### src/rtl/ex_operand_stage.sv
// ID/EX pipeline stage: latches decoded operands and controls, applies
// EX/MEM and MEM/WB forwarding combinationally, and presents ALU operands.
module ex_operand_stage (
   input  logic        clk,
   input  logic        rst,
   input  logic        id_valid,
   input  logic [31:0] id_rs_data,
   input  logic [31:0] id_rt_data,
   input  logic [4:0]  id_rs,
   input  logic [4:0]  id_rt,
   input  logic [4:0]  id_rd,
   input  logic [15:0] id_imm,
   input  logic        id_sign_ext,
   input  logic        id_alu_src,
   input  logic [3:0]  id_alu_sel,
   input  logic        id_reg_write,
   input  logic        id_reg_dst,
   input  logic        stall,
   input  logic        flush,
   input  logic        mem_reg_write,
   input  logic [4:0]  mem_rd,
   input  logic [31:0] mem_result,
   input  logic        wb_reg_write,
   input  logic [4:0]  wb_rd,
   input  logic [31:0] wb_result,
   output logic [31:0] op1,
   output logic [31:0] op2,
   output logic [3:0]  sel,
   output logic        ex_valid,
   output logic        ex_reg_write,
   output logic [4:0]  ex_rd,
   output logic [31:0] ex_store_data
);

   logic        valid_q;
   logic [31:0] rs_data_q;
   logic [31:0] rt_data_q;
   logic [4:0]  rs_q;
   logic [4:0]  rt_q;
   logic [4:0]  rd_q;
   logic [15:0] imm_q;
   logic        sign_ext_q;
   logic        alu_src_q;
   logic [3:0]  alu_sel_q;
   logic        reg_write_q;
   logic        reg_dst_q;

   logic [31:0] rs_fwd;
   logic [31:0] rt_fwd;
   logic [31:0] imm_ext;

   // Youngest producer (MEM) wins over WB; register 0 is never forwarded.
   function automatic logic [31:0] forward(
      input logic [4:0]  src,
      input logic [31:0] stored,
      input logic        m_we,
      input logic [4:0]  m_rd,
      input logic [31:0] m_res,
      input logic        w_we,
      input logic [4:0]  w_rd,
      input logic [31:0] w_res
   );
      logic [31:0] r;
      r = stored;
      if (src != 5'd0) begin
         if (m_we && (m_rd == src))
            r = m_res;
         else if (w_we && (w_rd == src))
            r = w_res;
      end
      return r;
   endfunction

   // Operand forwarding and immediate extension.
   always_comb begin
      rs_fwd  = forward(rs_q, rs_data_q, mem_reg_write, mem_rd, mem_result,
                        wb_reg_write, wb_rd, wb_result);
      rt_fwd  = forward(rt_q, rt_data_q, mem_reg_write, mem_rd, mem_result,
                        wb_reg_write, wb_rd, wb_result);
      imm_ext = {(sign_ext_q ? {16{imm_q[15]}} : 16'h0000), imm_q};
   end

   // Stage outputs; controls are masked while the stage holds a bubble.
   always_comb begin
      op1           = rs_fwd;
      op2           = alu_src_q ? imm_ext : rt_fwd;
      ex_store_data = rt_fwd;
      ex_valid      = valid_q;
      ex_reg_write  = valid_q & reg_write_q;
      sel           = valid_q ? alu_sel_q : 4'b0000;
      ex_rd         = reg_dst_q ? rd_q : rt_q;
   end

   // Stage register: rst > flush > stall (operand refresh) > load.
   always_ff @(posedge clk) begin
      if (rst) begin
         valid_q     <= 1'b0;
         rs_data_q   <= '0;
         rt_data_q   <= '0;
         rs_q        <= '0;
         rt_q        <= '0;
         rd_q        <= '0;
         imm_q       <= '0;
         sign_ext_q  <= 1'b0;
         alu_src_q   <= 1'b0;
         alu_sel_q   <= '0;
         reg_write_q <= 1'b0;
         reg_dst_q   <= 1'b0;
      end else if (flush) begin
         valid_q     <= 1'b0;
         reg_write_q <= 1'b0;
      end else if (stall) begin
         // Re-capture forwarded values so producers may retire while held.
         rs_data_q   <= rs_fwd;
         rt_data_q   <= rt_fwd;
      end else begin
         valid_q     <= id_valid;
         rs_data_q   <= id_rs_data;
         rt_data_q   <= id_rt_data;
         rs_q        <= id_rs;
         rt_q        <= id_rt;
         rd_q        <= id_rd;
         imm_q       <= id_imm;
         sign_ext_q  <= id_sign_ext;
         alu_src_q   <= id_alu_src;
         alu_sel_q   <= id_alu_sel;
         reg_write_q <= id_reg_write & id_valid;
         reg_dst_q   <= id_reg_dst;
      end
   end

endmodule

### config.mk
export PLATFORM = sky130hd
export DESIGN_NAME = ex_operand_stage
export DESIGN_NICKNAME = d
export VERILOG_FILES = /design/src/rtl/ex_operand_stage.sv
export SDC_FILE = /design/constraint.sdc
export NUM_CORES = 1
export LEC_CHECK = 0
export CORE_MARGIN = 4
export CORE_UTILIZATION = 30
export CTS_CLUSTER_DIAMETER = 60
export DETAILED_ROUTE_END_ITERATION = 10
export PLACE_DENSITY_LB_ADDON = 0.25
export SLEW_MARGIN = 20
export SYNTH_ARGS = -nofsm -noshare
export SYNTH_HDL_FRONTEND = slang
export SYNTH_SLANG_ARGS = --single-unit
### constraint.sdc
create_clock -name clk -period 4.1 [get_ports clk]
set_clock_uncertainty 0.05 [all_clocks]
set_input_delay 0.615 -clock clk [delete_from_list [all_inputs] [get_ports clk]]
set_output_delay 0.615 -clock clk [all_outputs]
set_load 0.03 [all_outputs]
==> results_dict.tcl <==
set metrics [dict create \
    critical_path.cell_chain "clkdlybuf4s50_1 > xnor2_2 > nand2_1 > nor3_2 > nor2_1 > buf_4 > a221o_1 > clkdlybuf4s50_1" \
    path_max_fanout 16 \
    antenna_found_initial 2 \
    gr-usage-met2_pct 38.85 \
    clkPwrFrac_pct 30.0 \
    relSlewSlack_pct 25.45 \
    cpMostUsedCell "clkdlybuf4s50_1" \
    setup_tns_ps 0 \
    comb_power_share_pct 33.6 \
    grt_use_met1_pct 31.23 \
    ir_worst_vdd_uv 172.9 \
    path_class "in2out" \
    required_ps 3430 \
    fin_ws_ps 217.0 \
    dr.pass1.iters 5 \
    grt_use_total_pct 24.12 \
    fillerInstances 2425 \
    final-setup-viol-count 0 \
    hold_viol_final 0 \
    worstHoldPathType "reg2reg" \
    fin_crit_sh_pct 94.71 \
    yosysMostFrequentCell "dfxtp_1" \
    root_buffer "clkbuf_16" \
    cp.buffers_inverters 3 \
    synth-edff-count 0 \
    io_buffers 290 \
    synth_seq_area_share_pct 28.06 \
    seq_power_share_pct 36.5 \
    whs_ps 405.6 \
    yosys.area.top_type_share_pct 28.06 \
    clk_pin_slew_ps 90 \
    post_drt_wl_per_cell_microns 23.07 \
    slowest_stage "clkdlybuf4s50_1" \
    ys_ff_latch 104 \
    dp_slack_ps 217.4 \
    power_uw 3083 \
    grt-ovfl-total 0 \
    period_needed_ps 3883 \
    dp.cells 1477 \
    slowest_delay_ps 600 \
    grt_max_degree 93 \
    grt_pass1_wl_microns 51450 \
    htree_levels 3 \
    synth_cell_types 50 \
    nets 1348 \
    globalRouteMet3Util_pct 6.577 \
    cts_hold_buf 0 \
    n_antenna_cell 0 \
    numCtsBuffers 9 \
    reg2reg_depth 5 \
    drv_slew 0 \
    instances_no_fill 1493 \
    vias_per_cell 5.909 \
    die_y_microns 165.3 \
    ff_latch_area_sq_um 2082 \
    drive_above_1_share_pct 11.21 \
    synth_warnings 0 \
    whs_path_depth 2 \
    reg2reg_slack_ps 1300 \
    yosysTopAreaCell "dfxtp_1" \
    coreArea_sq_um 24320 \
    row_count 57 \
    cts_resized 0 \
    ioPinCount 291 \
    p_leak_uw 0.004252 \
    dieArea_sq_um 27310 \
    synthTopCellsByArea "dfxtp_1 28%, o22ai_1 8.1%, o221a_1 4.6%" \
    power.density_nw_per_um2 283.6 \
    cell_internal_pwr_uw 1992 \
    syn_inst 943 \
    busiest_layer "met2" \
    routed_wl_microns 34450 \
    crit_cells 8 \
    grt_pass1_vias 8726 \
    start_kind "input port" \
    drc_errors 0 \
    rsz0062_at_grt "no" \
    cts_buffer_depth 2 \
    post_cts_buffers 0 \
    place_hpwl_microns 23640 \
    ant_nets 0 \
    syn_avg_cell_area_sq_um 7.868 \
    syn-cell-area_sq_um 7420 \
    synth.net_count 1127 \
    clk_latency_ps 360 \
    tightest_slew_ps 1118 \
    worst_setup_path_end_kind "output port" \
    fmax_mhz 257.5 \
    async_reset_ff_share_pct 0 \
    cts.sinks 104 \
    cp_top_family "buffers and inverters" \
    netlist_top_cells_count "104 x dfxtp_1, 96 x o22ai_1, 84 x nand2_1" \
    status "completed" \
    area_delta_synth_final_pct 46.53 \
    crit_arrival_ps 3220 \
    start_util_pct 30.51 \
    drt-initial-drc-count 779 \
    drv_cap 0 \
    power.switching_uw 1091 \
    multi_input_area_sq_um 4788 \
    vias 8822 \
    swShare_pct 35.40 \
    synth-main-ff-cell "dfxtp_1" \
    gp_congestion 0.8053 \
    cts_tree "done" \
    die_w_microns 165.3 \
]
registers in the layout, summed over array words and instances (netlist names), 4 cells and up:
name	cells
alu_sel_q	4
imm_q	16
rd_q	5
rs_data_q	32
rs_q	5
rt_data_q	32
rt_q	5
worst paths after layout:
| path | startpoint | to |
|---|---|---|
| max | mem_rd[2] | ex_store_data[20] |
| min | alu_sel_q[3] | alu_sel_q[3] |
| max reg2reg | rt_q[2] | rt_data_q[29] |
| min reg2reg | alu_sel_q[3] | alu_sel_q[3] |
power groups by stage:
stage	clock (uW)	combinational, uW	sequential (uW)
after floorplan	0	531	1130
after global placement	0	1030	1150
after global routing	986	1090	1130
after detailed placement	0	1030	1150
final	924	1030	1120
after CTS	954	1030	1120
placed cells by master (no fill, tap or decap), drive strengths merged, types with 2 or more instances in the layout:
cell type,n
a211o,28
a211oi,32
a21o,17
a21oi,42
a221o,20
a22o,16
a2bb2oi,31
and2,8
and3,45
buf,80
clkbuf,10
clkdlybuf4s50,234
clkinv,2
dfxtp,104
inv,39
mux2,4
nand2,84
nand3,2
nand4,3
nor2,70
nor3,39
nor4,2
o21a,16
o221a,32
o22ai,96
o31a,32
o31ai,32
o32a,16
or2,3
or3,2
xnor2,16
xor2,4
per-layer routing:
layer  wire, microns  share of wire (%)
met1           14750                 43
met2           15750                 46
met3            3145                9.1
met4             785                2.3
met5              26              0.075
layout make-up:
class                           count  share of cell area [%]
Multi-Input combinational cell    700                   44.04
Timing Repair Buffer              314                   29.03
Sequential cell                   104                   19.15
Tap cell                          324                   3.729
Clock buffer                       10                   2.198
Inverter                           35                   1.208
Clock inverter                      6                  0.6445
worst min-delay path, delay by kind of cell (launching register included):
| family | cells | cell delay, ps |
|---|---|---|
| AOI/OAI and AO/OA | 1 | 50 |
| and+or+nand+nor | 1 | 50 |
| DFF | 1 | 310 |
cell families (layout without fill, tap and decap cells):
| group | Yosys count | after routing | synth area share (%) |
|---|---|---|---|
| buf+inv | 139 | 365 | 8.145 |
| compound gates | 416 | 416 | 44.08 |
| flops | 104 | 104 | 28.06 |
| mux | 4 | 4 | 0.6070 |
| xor+xnor | 20 | 20 | 2.462 |
| simple gates | 260 | 260 | 16.64 |
metrics by stage:
| stage | utilization, % | instance area (sq um) |
|---|---|---|
| after floorplan | - | 7420 |
| after global placement | 43.43 | 10560 |
| after detailed placement | 43.43 | 10560 |
| after CTS | 44.70 | 10870 |
| after global routing | 44.70 | 10870 |
| final | 44.70 | 10870 |
No activity file was read; power rests on OpenSTA's default activity.
